<file path="src/rtl/exec_if.sv">
// Issue/writeback bundle between the decode stage, exec_unit and the register file.
interface exec_if #(parameter int WIDTH = 8);
  logic             in_valid;
  logic             in_ready;
  logic [3:0]       op;
  logic [2:0]       rd;
  logic [WIDTH-1:0] a;
  logic [WIDTH-1:0] b;
  logic             wb_wen;
  logic [2:0]       wb_rd;
  logic [WIDTH-1:0] wb_din;
  logic             flag_z;
  logic             flag_c;

  modport master (output in_valid, op, rd, a, b,
                  input  in_ready, wb_wen, wb_rd, wb_din, flag_z, flag_c);
  modport slave  (input  in_valid, op, rd, a, b,
                  output in_ready, wb_wen, wb_rd, wb_din, flag_z, flag_c);
endinterface

</file>
<file path="src/rtl/exec_unit.sv">
// Execute stage: single-cycle ALU ops in IDLE, iterative shift-add MUL/MULH in MULT,
// registered register-file writeback and Z/C flags for the branch unit.
module exec_unit #(
  parameter int WIDTH = 8
) (
  input  logic   clk,
  input  logic   rst,
  exec_if.slave  bus
);
  localparam int CW = (WIDTH > 1) ? $clog2(WIDTH) : 1;

  typedef enum logic [3:0] {
    OP_ADD = 4'd0, OP_SUB = 4'd1, OP_AND = 4'd2, OP_OR  = 4'd3,
    OP_XOR = 4'd4, OP_SHL = 4'd5, OP_SHR = 4'd6, OP_MUL = 4'd7,
    OP_MULH = 4'd8, OP_MOV = 4'd9, OP_CMP = 4'd10
  } op_e;

  typedef enum logic {IDLE, MULT} state_e;

  state_e             state;
  logic [CW-1:0]      cnt;
  logic [2*WIDTH-1:0] mcand, acc, prod;
  logic [WIDTH-1:0]   mplier;
  logic               is_mulh;
  logic [2:0]         mrd;

  logic             wen_q, z_q, c_q;
  logic [2:0]       rd_q;
  logic [WIDTH-1:0] din_q;

  logic             accept;
  logic [WIDTH:0]   sum, diff, shl_t, shr_t;
  logic [2:0]       amt;
  logic [WIDTH-1:0] res;
  logic             cout, wr, fupd;

  assign bus.in_ready = (state == IDLE) && !rst;
  assign accept       = bus.in_valid && bus.in_ready;
  assign bus.wb_wen   = wen_q;
  assign bus.wb_rd    = rd_q;
  assign bus.wb_din   = din_q;
  assign bus.flag_z   = z_q;
  assign bus.flag_c   = c_q;

  assign amt   = bus.b[2:0];
  assign sum   = {1'b0, bus.a} + {1'b0, bus.b};
  assign diff  = {1'b0, bus.a} - {1'b0, bus.b};
  // The extra bit catches the last bit shifted out; a zero shift leaves it 0.
  assign shl_t = {1'b0, bus.a} << amt;
  assign shr_t = {bus.a, 1'b0} >> amt;

  always_comb begin
    res  = '0;
    cout = 1'b0;
    wr   = 1'b0;
    fupd = 1'b0;
    case (bus.op)
      OP_ADD: begin res = sum[WIDTH-1:0];   cout = sum[WIDTH];  wr = 1'b1; fupd = 1'b1; end
      OP_SUB: begin res = diff[WIDTH-1:0];  cout = diff[WIDTH]; wr = 1'b1; fupd = 1'b1; end
      OP_AND: begin res = bus.a & bus.b;    wr = 1'b1; fupd = 1'b1; end
      OP_OR:  begin res = bus.a | bus.b;    wr = 1'b1; fupd = 1'b1; end
      OP_XOR: begin res = bus.a ^ bus.b;    wr = 1'b1; fupd = 1'b1; end
      OP_SHL: begin res = shl_t[WIDTH-1:0]; cout = shl_t[WIDTH]; wr = 1'b1; fupd = 1'b1; end
      OP_SHR: begin res = shr_t[WIDTH:1];   cout = shr_t[0];     wr = 1'b1; fupd = 1'b1; end
      OP_MOV: begin res = bus.b;            wr = 1'b1; end
      OP_CMP: begin res = diff[WIDTH-1:0];  cout = diff[WIDTH]; fupd = 1'b1; end
      default: ;
    endcase
  end

  // Accumulator value after the current step; on the last step this is the full product.
  assign prod = acc + (mplier[0] ? mcand : '0);

  always_ff @(posedge clk) begin
    if (rst) begin
      state   <= IDLE;
      cnt     <= '0;
      mcand   <= '0;
      mplier  <= '0;
      acc     <= '0;
      is_mulh <= 1'b0;
      mrd     <= '0;
      wen_q   <= 1'b0;
      rd_q    <= '0;
      din_q   <= '0;
      z_q     <= 1'b0;
      c_q     <= 1'b0;
    end else begin
      wen_q <= 1'b0;
      case (state)
        IDLE: if (accept) begin
          if (bus.op == OP_MUL || bus.op == OP_MULH) begin
            mcand   <= {{WIDTH{1'b0}}, bus.a};
            mplier  <= bus.b;
            acc     <= '0;
            cnt     <= CW'(WIDTH - 1);
            is_mulh <= (bus.op == OP_MULH);
            mrd     <= bus.rd;
            state   <= MULT;
          end else begin
            if (wr) begin
              wen_q <= 1'b1;
              rd_q  <= bus.rd;
              din_q <= res;
            end
            if (fupd) begin
              z_q <= (res == '0);
              c_q <= cout;
            end
          end
        end
        MULT: begin
          acc    <= prod;
          mcand  <= mcand << 1;
          mplier <= mplier >> 1;
          cnt    <= cnt - 1'b1;
          if (cnt == '0) begin
            wen_q <= 1'b1;
            rd_q  <= mrd;
            if (is_mulh) begin
              din_q <= prod[2*WIDTH-1:WIDTH];
              z_q   <= (prod[2*WIDTH-1:WIDTH] == '0);
              c_q   <= 1'b0;
            end else begin
              din_q <= prod[WIDTH-1:0];
              z_q   <= (prod[WIDTH-1:0] == '0);
              c_q   <= (prod[2*WIDTH-1:WIDTH] != '0);
            end
            state <= IDLE;
          end
        end
        default: state <= IDLE;
      endcase
    end
  end
endmodule

</file>
<file path="src/flat_wrapper.sv">
// flat-port wrapper written by rule: the top's interface ports become plain ports
module exec_unit_flat 
#(
  parameter int WIDTH = 8
)
  (clk, rst, bus_in_valid, bus_op, bus_rd, bus_a, bus_b, bus_in_ready, bus_wb_wen, bus_wb_rd, bus_wb_din, bus_flag_z, bus_flag_c);
  exec_if #(.WIDTH(WIDTH)) bus_i ();
  input  logic clk;
  input  logic rst;
  input wire logic [$bits(bus_i.in_valid)-1:0] bus_in_valid;
  input wire logic [$bits(bus_i.op)-1:0] bus_op;
  input wire logic [$bits(bus_i.rd)-1:0] bus_rd;
  input wire logic [$bits(bus_i.a)-1:0] bus_a;
  input wire logic [$bits(bus_i.b)-1:0] bus_b;
  output wire logic [$bits(bus_i.in_ready)-1:0] bus_in_ready;
  output wire logic [$bits(bus_i.wb_wen)-1:0] bus_wb_wen;
  output wire logic [$bits(bus_i.wb_rd)-1:0] bus_wb_rd;
  output wire logic [$bits(bus_i.wb_din)-1:0] bus_wb_din;
  output wire logic [$bits(bus_i.flag_z)-1:0] bus_flag_z;
  output wire logic [$bits(bus_i.flag_c)-1:0] bus_flag_c;
  assign bus_i.in_valid = bus_in_valid;
  assign bus_i.op = bus_op;
  assign bus_i.rd = bus_rd;
  assign bus_i.a = bus_a;
  assign bus_i.b = bus_b;
  assign bus_in_ready = bus_i.in_ready;
  assign bus_wb_wen = bus_i.wb_wen;
  assign bus_wb_rd = bus_i.wb_rd;
  assign bus_wb_din = bus_i.wb_din;
  assign bus_flag_z = bus_i.flag_z;
  assign bus_flag_c = bus_i.flag_c;
  exec_unit #(.WIDTH(WIDTH)) u_core (.clk(clk), .rst(rst), .bus(bus_i));
endmodule
</file>
<file path="config.mk">
export PLATFORM = sky130hd
export DESIGN_NAME = exec_unit_flat
export DESIGN_NICKNAME = d
export VERILOG_FILES = /design/src/rtl/exec_if.sv /design/src/rtl/exec_unit.sv /design/src/flat_wrapper.sv
export SDC_FILE = /design/constraint.sdc
export NUM_CORES = 1
export LEC_CHECK = 0
export ABC_AREA = 0
export CORE_MARGIN = 2
export CORE_UTILIZATION = 63
export CTS_CLUSTER_SIZE = 30
export DETAILED_ROUTE_END_ITERATION = 8
export PLACE_DENSITY_LB_ADDON = 0.25
export REMOVE_ABC_BUFFERS = 1
export SKIP_CTS_REPAIR_TIMING = 1
export SLEW_MARGIN = 20
export SYNTH_ARGS = -nofsm -noshare
export SYNTH_HDL_FRONTEND = slang
export SYNTH_SLANG_ARGS = --single-unit
</file>
<file path="constraint.sdc">
create_clock -name clk -period 4.9 [get_ports clk]
set_input_delay 0.49 -clock clk [delete_from_list [all_inputs] [get_ports clk]]
set_output_delay 0.49 -clock clk [all_outputs]
set_load 0.01 [all_outputs]
</file>
==> metrics.yaml <==
status: "complete, no violations"
p_sw_uw: 383
finalClockSkew_ns: 0.0141
p_leak_uw: 0.00270
syn_to_final_growth_pct: 10.7
grt_start_max_net_pins: 59
dieArea_mm2: 0.00949
cp-endpoint: "u_core.bus.flag_z"
drc: 0
pin_count: 41
fillers: 721
crit_path_end_kind: "register"
crit_slowest_cell: "clkdlybuf4s50_1"
dr.pass1.iters: 5
power_density_mw_per_mm2: 207
r2r_start: "u_core.mplier[0]"
crit_required_ns: 5.19
fmax_mhz: 277
layout_common_cells: "93 x nor2_1, 80 x a21oi_1, 61 x dfxtp_1"
cts_tree: "done"
seq_area_frac_synth_pct: 22.6
yosys_warnings: 0
worstMarginPinSlew_ns: 0.955
power.share.clock_pct: 37.0
crit_path_max_incr_delay_ns: 0.73
core_mm2: 0.00859
grt_pass1_wl_um: 26200
preCtsSetupSlack_ns: 0.993
synthFlopType: "dfxtp_1"
async_flop_share_pct: 0
crit_buf_inv: 2
viasPerCell: 6.59
maxCapViolations: 0
syn_area_mm2: 0.00550
slew_headroom_pct: 36.1
syn-instance-count: 703
hp-class: "reg2reg"
setup.worst_path.start: "bus_b[2]"
post-route-min-period_ns: 3.61
antennaDiodeCount: 0
clk_latency_ns: 0.35
r2r_cells: 11
path_depth: 11
syn_area_per_cell_um2: 7.82
hold_violations: 0
timing_worst_setup_path_type: "in2reg"
drive_gt1_share_pct: 7.51
via_count: 5454
cts_sinks: 62
gp_congestion: 1.03
port_buffers: 40
grt_pass1_vias: 5104
switching_share_pct: 30.4
cts_made_buffers: 9
drt_wl_total_um: 16000
clk_path_buf_depth: 2
synth_edf_count: 0
pwr-share-comb_pct: 21.8
holdWs_ns: 0.478
grt-ovfl-total: 0
rsz0062_at_grt: "false"
ys_types: 77
post-dp-hpwl_um: 11700
fp.dieW_um: 97.4
worstSetupStartpointType: "primary input"
period_share_pct: 73.6
crit_chain: "clkdlybuf4s50_1, clkinv_1, ha_1, and3_1, a2111oi_2, o21ai_1, a21oi_1, mux2i_1, nand3_1, nor4_1, or3_1"
critPathMaxFanout: 12
initial_core_util_pct: 64.0
rrSetupSlack_ns: 1.33
ir_drop_uv: 229
worst_ep_arrival_time_ns: 3.90
wl_per_cell_um: 19.3
fin_nets: 785
grt_antenna_before_repair: 0
yosys_register_bits: 62
total_power_uw: 1260
final_max_slew_viol_count: 0
critPathTopFamily: "buffers and inverters"
setup_viol: 0
num_rows: 34
final_common_cell: "nor2_1"
r2r-end: "u_core.bus.flag_c"
intPower_uw: 878
layout_setup_ws_ns: 1.29
grt_use_total_pct: 33.9
die_y_um: 97.4
antenna_left: 0
h-tree-depth: 3
seqPwrFrac_pct: 41.2
drt-initial-drc-count: 563
tns_ns: 0
clockRootBuffer: "clkbuf_8"
path_clk_slew_ns: 0.08
-- tightest hold or removal path, delay by kind of cell, from the launching register on --
kind             cells  cell delay, ns
flip-flops           1            0.32
AO/OA/AOI/OAI        1            0.06
AND/OR/NAND/NOR      1            0.05
-- Yosys cell counts, drive strengths merged (4+ instances only) --
master,count,share of area (%)
ha,42,9.6
a32oi,6,0.96
buf,17,1.7
clkbuf,32,2.2
nand3b,4,0.55
o21ai,28,2.5
nand2b,10,1.1
inv,32,2.2
a211oi,13,1.8
a221oi,10,1.6
and3,25,2.8
mux4,10,4.1
or3,7,0.89
o211ai,9,1.2
nor3,8,0.73
a31oi,5,0.68
nor4,5,0.57
nand3,9,0.82
nor3b,4,0.55
nand2,35,2.4
a21oi,80,7.3
nor2,94,6.5
xnor2,11,1.9
and2,23,2.6
a22oi,4,0.55
a21o,12,1.6
nor2b,9,1.0
dfxtp,62,23
xor2,4,0.64
mux2i,31,5.6
a22o,4,0.64
-- cells by family after synthesis --
| kind of cell | share of synthesized area [%] |
|---|---|
| compound gates | 24.9 |
| flops | 22.6 |
| buf+inv | 6.19 |
| simple gates | 22.8 |
| xor+xnor | 2.53 |
| mux | 10.4 |
| fa+ha+maj | 10.7 |
-- cell type report --
class                      count  area [µm²]  area share, %
clock buffer                  11         141           2.32
clock inverter                 5        57.6          0.946
inverter                      34         128           2.10
multi-input combinational    558        3920           64.4
sequential                    62        1240           20.4
tap                          108         135           2.22
timing repair buffer          49         463           7.61
-- worst min path at each step --
stage                         startpoint                   end  slack, ns  cells after the start
global placement        u_core.mplier[4]      u_core.mplier[3]       0.46                      2
detailed placement  u_core.bus.wb_din[5]  u_core.bus.wb_din[5]       0.47                      2
global route        u_core.bus.wb_din[5]  u_core.bus.wb_din[5]       0.49                      2
finish              u_core.bus.wb_din[5]  u_core.bus.wb_din[5]       0.48                      2
CTS                 u_core.bus.wb_din[5]  u_core.bus.wb_din[5]       0.48                      2
floorplan               u_core.mplier[1]      u_core.mplier[0]       0.45                      2
-- routing by layer --
layer	vias up	share of wire [%]	track usage, %
met5	-	0	0
met4	0	2.0	10.6
met1	2599	44	47.6
met2	253	45	53.4
li1	2574	-	-
met3	28	8.3	5.76
-- sequential cells by signal, indices dropped and copies added, names as in the netlist --
name,count
u_core.state,1
u_core.is_mulh,1
u_core.mcand,16
u_core.bus.wb_wen,1
u_core.bus.wb_rd,3
u_core.mplier,8
u_core.cnt,3
u_core.bus.flag_z,1
u_core.bus.flag_c,1
u_core.acc,16
u_core.bus.wb_din,8
u_core.mrd,3
-- metrics by stage --
stage / instance area [µm²] / cells / utilization [%]
floorplan: 5280 / 654 / -
global placement: 5880 / 811 / 68.5
detailed placement: 5880 / 811 / 68.5
CTS: 6080 / 827 / 70.8
global route: 6080 / 827 / 70.8
finish: 6080 / 827 / 70.8
-- power by group through the flow --
stage / logic [µW] / clock network (µW) / registers, µW
3_5_place_dp: 268 / 0 / 532
2_1_floorplan: 146 / 0 / 534
5_1_grt: 298 / 494 / 521
4_1_cts: 270 / 473 / 520
3_3_place_gp: 263 / 0 / 531
6_report: 275 / 467 / 520
Note: power is estimated with default switching activity, not from simulation.
